**src/rtl/dcache_responder.sv**
```systemverilog
// Direct-mapped write-back, write-allocate data cache with LL/SC link tracking
// and a halt-triggered flush of every dirty block to memory.
module dcache_responder #(
    parameter int NSETS    = 16,
    parameter int BLKWORDS = 2
) (
    input  logic        CLK,
    input  logic        nRST,
    input  logic        dmemREN,
    input  logic        dmemWEN,
    input  logic [31:0] dmemaddr,
    input  logic [31:0] dmemstore,
    input  logic        datomic,
    input  logic        halt,
    output logic        dhit,
    output logic [31:0] dmemload,
    output logic [31:0] state_atomic,
    output logic        flushed,
    output logic        dREN,
    output logic        dWEN,
    output logic [31:0] daddr,
    output logic [31:0] dstore,
    input  logic [31:0] dload,
    input  logic        dwait
);
    localparam int IW = $clog2(NSETS);
    localparam int TW = 32 - 3 - IW;
    localparam logic [IW-1:0] PTR_LAST = IW'(NSETS - 1);

    typedef enum logic [3:0] {
        IDLE, WB0, WB1, FETCH0, FETCH1, FLUSH_CHK, FLUSH0, FLUSH1, DONE
    } state_t;

    state_t          state_q, state_d;
    logic [IW-1:0]   ptr_q, ptr_d;
    logic            link_valid_q;
    logic [29:0]     link_addr_q;
    logic [NSETS-1:0] valid_q, dirty_q;
    logic [TW-1:0]   tag_q  [NSETS];
    logic [31:0]     data_q [NSETS][BLKWORDS];

    logic [TW-1:0] req_tag;
    logic [IW-1:0] req_idx;
    logic          req_word;
    logic          hit, is_sc, link_match;
    logic          store_we, fill_we, fill_word, fill_done, clean_we;
    logic          link_set, link_clr;
    logic          unused_byte;

    assign req_tag     = dmemaddr[31:3+IW];
    assign req_idx     = dmemaddr[2+IW:3];
    assign req_word    = dmemaddr[2];
    assign unused_byte = ^dmemaddr[1:0];
    assign hit         = valid_q[req_idx] && (tag_q[req_idx] == req_tag);
    assign is_sc       = dmemWEN && datomic;
    assign link_match  = link_valid_q && (link_addr_q == dmemaddr[31:2]);
    assign flushed     = (state_q == DONE);

    always_comb begin
        state_d      = state_q;
        ptr_d        = ptr_q;
        dhit         = 1'b0;
        dmemload     = 32'd0;
        state_atomic = 32'd2;
        dREN         = 1'b0;
        dWEN         = 1'b0;
        daddr        = 32'd0;
        dstore       = 32'd0;
        store_we     = 1'b0;
        fill_we      = 1'b0;
        fill_word    = 1'b0;
        fill_done    = 1'b0;
        clean_we     = 1'b0;
        link_set     = 1'b0;
        link_clr     = 1'b0;
        unique case (state_q)
            IDLE: begin
                if (halt) begin
                    state_d = FLUSH_CHK;
                    ptr_d   = '0;
                end else if (dmemREN ^ dmemWEN) begin
                    // A failing SC completes at once without touching the cache or memory.
                    if (is_sc && !link_match) begin
                        dhit         = 1'b1;
                        state_atomic = 32'd0;
                        link_clr     = 1'b1;
                    end else if (hit) begin
                        dhit = 1'b1;
                        if (dmemREN) begin
                            dmemload = data_q[req_idx][req_word];
                            link_set = datomic;
                        end else begin
                            store_we = 1'b1;
                            if (is_sc) begin
                                state_atomic = 32'd1;
                                link_clr     = 1'b1;
                            end else begin
                                link_clr = link_match;
                            end
                        end
                    end else begin
                        state_d = (valid_q[req_idx] && dirty_q[req_idx]) ? WB0 : FETCH0;
                    end
                end
            end
            WB0, WB1: begin
                dWEN   = 1'b1;
                daddr  = {tag_q[req_idx], req_idx, (state_q == WB1), 2'b00};
                dstore = data_q[req_idx][state_q == WB1];
                if (!dwait) state_d = (state_q == WB0) ? WB1 : FETCH0;
            end
            FETCH0, FETCH1: begin
                dREN  = 1'b1;
                daddr = {req_tag, req_idx, (state_q == FETCH1), 2'b00};
                if (!dwait) begin
                    fill_we   = 1'b1;
                    fill_word = (state_q == FETCH1);
                    fill_done = (state_q == FETCH1);
                    state_d   = (state_q == FETCH0) ? FETCH1 : IDLE;
                end
            end
            FLUSH_CHK: begin
                if (valid_q[ptr_q] && dirty_q[ptr_q]) state_d = FLUSH0;
                else if (ptr_q == PTR_LAST)          state_d = DONE;
                else                                 ptr_d   = ptr_q + 1'b1;
            end
            FLUSH0, FLUSH1: begin
                dWEN   = 1'b1;
                daddr  = {tag_q[ptr_q], ptr_q, (state_q == FLUSH1), 2'b00};
                dstore = data_q[ptr_q][state_q == FLUSH1];
                if (!dwait) begin
                    if (state_q == FLUSH0) begin
                        state_d = FLUSH1;
                    end else begin
                        clean_we = 1'b1;
                        if (ptr_q == PTR_LAST) begin
                            state_d = DONE;
                        end else begin
                            ptr_d   = ptr_q + 1'b1;
                            state_d = FLUSH_CHK;
                        end
                    end
                end
            end
            DONE:    state_d = DONE;
            default: state_d = IDLE;
        endcase
    end

    always_ff @(posedge CLK or negedge nRST) begin
        if (!nRST) begin
            state_q      <= IDLE;
            ptr_q        <= '0;
            link_valid_q <= 1'b0;
            link_addr_q  <= '0;
        end else begin
            state_q <= state_d;
            ptr_q   <= ptr_d;
            if (link_set) begin
                link_valid_q <= 1'b1;
                link_addr_q  <= dmemaddr[31:2];
            end else if (link_clr) begin
                link_valid_q <= 1'b0;
            end
        end
    end

    // Tag/data arrays; the fill overwrites the line in place and only marks it valid on the last word.
    always_ff @(posedge CLK or negedge nRST) begin
        if (!nRST) begin
            valid_q <= '0;
            dirty_q <= '0;
            for (int i = 0; i < NSETS; i++) begin
                tag_q[i] <= '0;
                for (int w = 0; w < BLKWORDS; w++) data_q[i][w] <= '0;
            end
        end else begin
            if (store_we) begin
                data_q[req_idx][req_word] <= dmemstore;
                dirty_q[req_idx]          <= 1'b1;
            end
            if (fill_we) data_q[req_idx][fill_word] <= dload;
            if (fill_done) begin
                valid_q[req_idx] <= 1'b1;
                tag_q[req_idx]   <= req_tag;
                dirty_q[req_idx] <= 1'b0;
            end
            if (clean_we) dirty_q[ptr_q] <= 1'b0;
        end
    end
endmodule

```
**config.mk**
```make
export PLATFORM = sky130hd
export DESIGN_NAME = dcache_responder
export DESIGN_NICKNAME = d
export VERILOG_FILES = /design/src/rtl/dcache_responder.sv
export SDC_FILE = /design/constraint.sdc
export NUM_CORES = 2
export LEC_CHECK = 0
export BUFFER_PORTS_ARGS = -buffer_cell sky130_fd_sc_hd__buf_2
export CORE_AREA = 2 2 458 460
export CTS_CLUSTER_DIAMETER = 100
export DETAILED_ROUTE_END_ITERATION = 12
export DIE_AREA = 0 0 460 462
export PLACE_DENSITY_LB_ADDON = 0.2
export SETUP_SLACK_MARGIN = 0.2
export SYNTH_ARGS = -nofsm -noshare
export SYNTH_HDL_FRONTEND = slang
export SYNTH_SLANG_ARGS = --single-unit
```
**constraint.sdc**
```tcl
create_clock -name CLK -period 4.6 [get_ports CLK]
set_input_delay 0.23 -clock CLK [delete_from_list [all_inputs] [get_ports CLK]]
set_output_delay 0.23 -clock CLK [all_outputs]
set_load 0.005 [all_outputs]
```
==> results_dict.tcl <==
set metrics [dict create \
    overflow 0 \
    fill_cells 18370 \
    drc 0 \
    r2r-start "tag_q[103]" \
    port_buffers 200 \
    critPathTopFamily "buffers and inverters" \
    finalCoreUtilization 0.466 \
    async_reset_ff_frac 1.00 \
    synthesis.instances 6150 \
    row_count 168 \
    place_inst 8838 \
    routed_via_density 6.92 \
    nets 6510 \
    synth_top_cell_by_area "dfrtp_1" \
    ctsHtreeMaxLevel 4 \
    crit_path_end_kind "output pin" \
    crit_type "flip-flop to output pin" \
    drive_above_1_share 0.352 \
    chipHeight_um 462 \
    synthTopCellsByArea "dfrtp_1 45%, mux4_2 23%, o22a_1 5.1%, mux2_2 4.0%, a22o_1 3.6%" \
    ys_seq_elements 1495 \
    cp-start-kind "flip-flop" \
    synth-edff-count 0 \
    core_area_um2 208000 \
    cts_buffer_depth 3 \
    fin_worst_skew_ps 46.5 \
    r2r_end "data_q[75]" \
    path_clk_slew_ps 60 \
    drt_pre_antenna_iters 5 \
    ys.warnings.count 0 \
    power_uw 58200 \
    detail-route-antenna-nets 0 \
    drt_iter0_markers 7530 \
    path_buf_inv 6 \
    timing.critical_path.mode_cell "buf_6" \
    slowest_stage "mux4_2" \
    globalplace.congestion 0.905 \
    antenna_found_initial 18 \
    area_delta_synth_final_pct 17.6 \
    clkSinkCount 1495 \
    slowest_delay_ps 480 \
    cts_tree "built" \
    grt_pass1_wl_mm 491 \
    final_min_period_over_clock_period 0.999 \
    final_hold_viol_count 0 \
    multi_input_area_um2 42700 \
    grt_usage 0.324 \
    slew_viol_final 0 \
    cts_made_buffers 169 \
    ios 235 \
    grt_pass1_vias 64747 \
    min_path_type "input port to asynchronous set/reset pin" \
    grt_max_degree 137 \
    ys_types 84 \
    ff2ff_setup_slack_ps 540 \
    crit_required_ps 4370 \
    syn-cell-area_um2 82500 \
    dieArea_um2 213000 \
    start_util 0.397 \
    ys_seq_area_frac 0.453 \
    crit_arrival_ps 4360 \
    wl_per_cell_um 37.4 \
    slew-limit-headroom 0.131 \
    min_period_ps 4590 \
    worst-path-max-fanout 8 \
    dieWidth_um 460 \
    reg2regPathDepth 15 \
    peakVddDrop_mv 0.795 \
    instances_no_fill 9267 \
    cap_violations 0 \
    vias 64126 \
    drt_wl_total_mm 346 \
    outcome "finished clean" \
    setup_viol 0 \
    p_per_area_nw_per_um2 599 \
    avgSynthCellArea_um2 13.4 \
    clock_latency_ps 850 \
    max_slew.worst_pin.slew_ps 1300 \
    worstSetupStartpoint "tag_q[103]" \
    yosys.area.top_type_share 0.453 \
    cp.depth 15 \
    crit_end "dmemload[8]" \
    path_cells "mux4_2 -> mux2i_1 -> buf_4 -> xor2_4 -> nand4_1 -> o31a_1 -> or4_4 -> buf_6 -> nor3_4 -> buf_6 -> nand2_8 -> buf_16 -> a21oi_4 -> buf_6 -> buf_6" \
    ys.flop_type "dfrtp_1" \
    place_hpwl_mm 216 \
    p_leak_uw 0.0411 \
    cts_root_buf "clkbuf_16" \
    regArea_um2 37400 \
    rsz0062_at_grt "true" \
    timing.fmax_ghz 0.218 \
]
-- per-layer routing --
metal / track usage / vias to the layer above / routed length (µm)
li1: - / 24870 / -
met1: 0.420 / 34153 / 131000
met2: 0.489 / 4099 / 155000
met3: 0.0777 / 994 / 34100
met4: 0.208 / 10 / 26200
met5: 0 / - / 49
-- registers in the layout, indices dropped and copies added, names as in the netlist --
| name | flops |
|---|---|
| data_q | 1024 |
| tag_q | 400 |
| link_addr_q | 30 |
| dirty_q | 16 |
| valid_q | 16 |
| ptr_q | 4 |
| state_q | 4 |
| link_valid_q | 1 |
-- power by group --
group	internal (µW)	total, µW	switching, µW	leakage [µW]
registers	18700	23100	4460	0.0200
clock network	8150	14100	5960	0.00279
logic	11300	20900	9600	0.0183
-- cell usage after synthesis, drive strengths merged (15+ instances only) --
cell / number
mux4: 855
inv: 85
xnor2: 44
a22oi: 63
a32oi: 65
a2bb2oi: 77
a211oi: 19
o21ai: 256
a221o: 59
dfrtp: 1495
o22a: 483
nand2: 490
a31oi: 16
clkbuf: 434
a21oi: 94
a32o: 17
a21o: 18
mux2: 292
and3: 60
a31o: 25
a22o: 335
mux2i: 148
nand3: 22
a221oi: 16
o22ai: 55
nor2b: 15
nor2: 125
o221a: 27
nand2b: 25
nor3: 19
buf: 288
-- placed cells by master (no fill, tap or decap), drive strengths merged, types with 19 or more instances in the layout --
cell type       n
a31o           25
mux2          292
a211oi         19
nor2          125
a2bb2oi        77
xnor2          44
nand2         490
nor3           19
a221o          59
a21oi          94
clkinv         33
mux2i         148
dfrtp        1495
dlygate4sd3    96
o22ai          55
inv            94
a22o          335
clkbuf        256
a32oi          65
o22a          483
conb           32
a22oi          63
o221a          27
o21ai         256
nand2b         25
and3           60
mux4          855
nand3          22
buf           675
-- how the worst min path moves through the flow --
stage | startpoint | to | slack, ps | cells after the start
2_1_floorplan | nRST | data_q[0] | -70 | 0
3_3_place_gp | nRST | data_q[528] | 340 | 1
3_5_place_dp | nRST | data_q[208] | 350 | 1
4_1_cts | dmemstore[31] | data_q[543] | 10 | 4
5_1_grt | nRST | data_q[768] | 70 | 2
6_report | nRST | data_q[768] | 20 | 2
-- per-stage QoR --
stage               setup slack [ps]  cell area [µm²]  hold slack, ps  setup TNS [ps]
CTS                            -17.1            96800            10.6           -70.6
detailed placement             -61.1            89500             348           -1410
global route                    -109            97000            69.1           -1610
global placement               -96.5            89500             341           -2880
finish                          5.91            97100            15.6               0
floorplan                        839            82700           -65.6               0
-- layout make-up --
class,count,share of cell area
clock buffer,254,0.0515
multi-input combinational,3874,0.440
clock inverter,50,0.00685
sequential,1495,0.386
inverter,90,0.00355
antenna,11,0.000284
timing repair buffer,773,0.0772
tap,2720,0.0351
-- kinds of logic (layout without fill, tap and decap cells) --
group                    count (synthesis)  count (layout)  synth area share
AO/OA/AOI/OAI                         1654            1654             0.161
XOR/XNOR                                57              57           0.00605
adder cells (fa/ha/maj)                  4               4          0.000606
buffers and inverters                  812            1167            0.0436
flip-flops                            1495            1495             0.453
multiplexers                          1295            1295             0.291
other                                    1              43         0.0000454
AND/OR/NAND/NOR                        832             832            0.0448
-- repair_timing --
action	4_1_cts	5_1_grt
endpoints found under the setup margin	35	41
hold buffers	96	0
setup buffers	12	2
resized for setup	87	41
cloned	3	1
pin swaps	7	4
endpoints found under the hold margin	668	0
No activity file was read; power rests on OpenSTA's default activity.
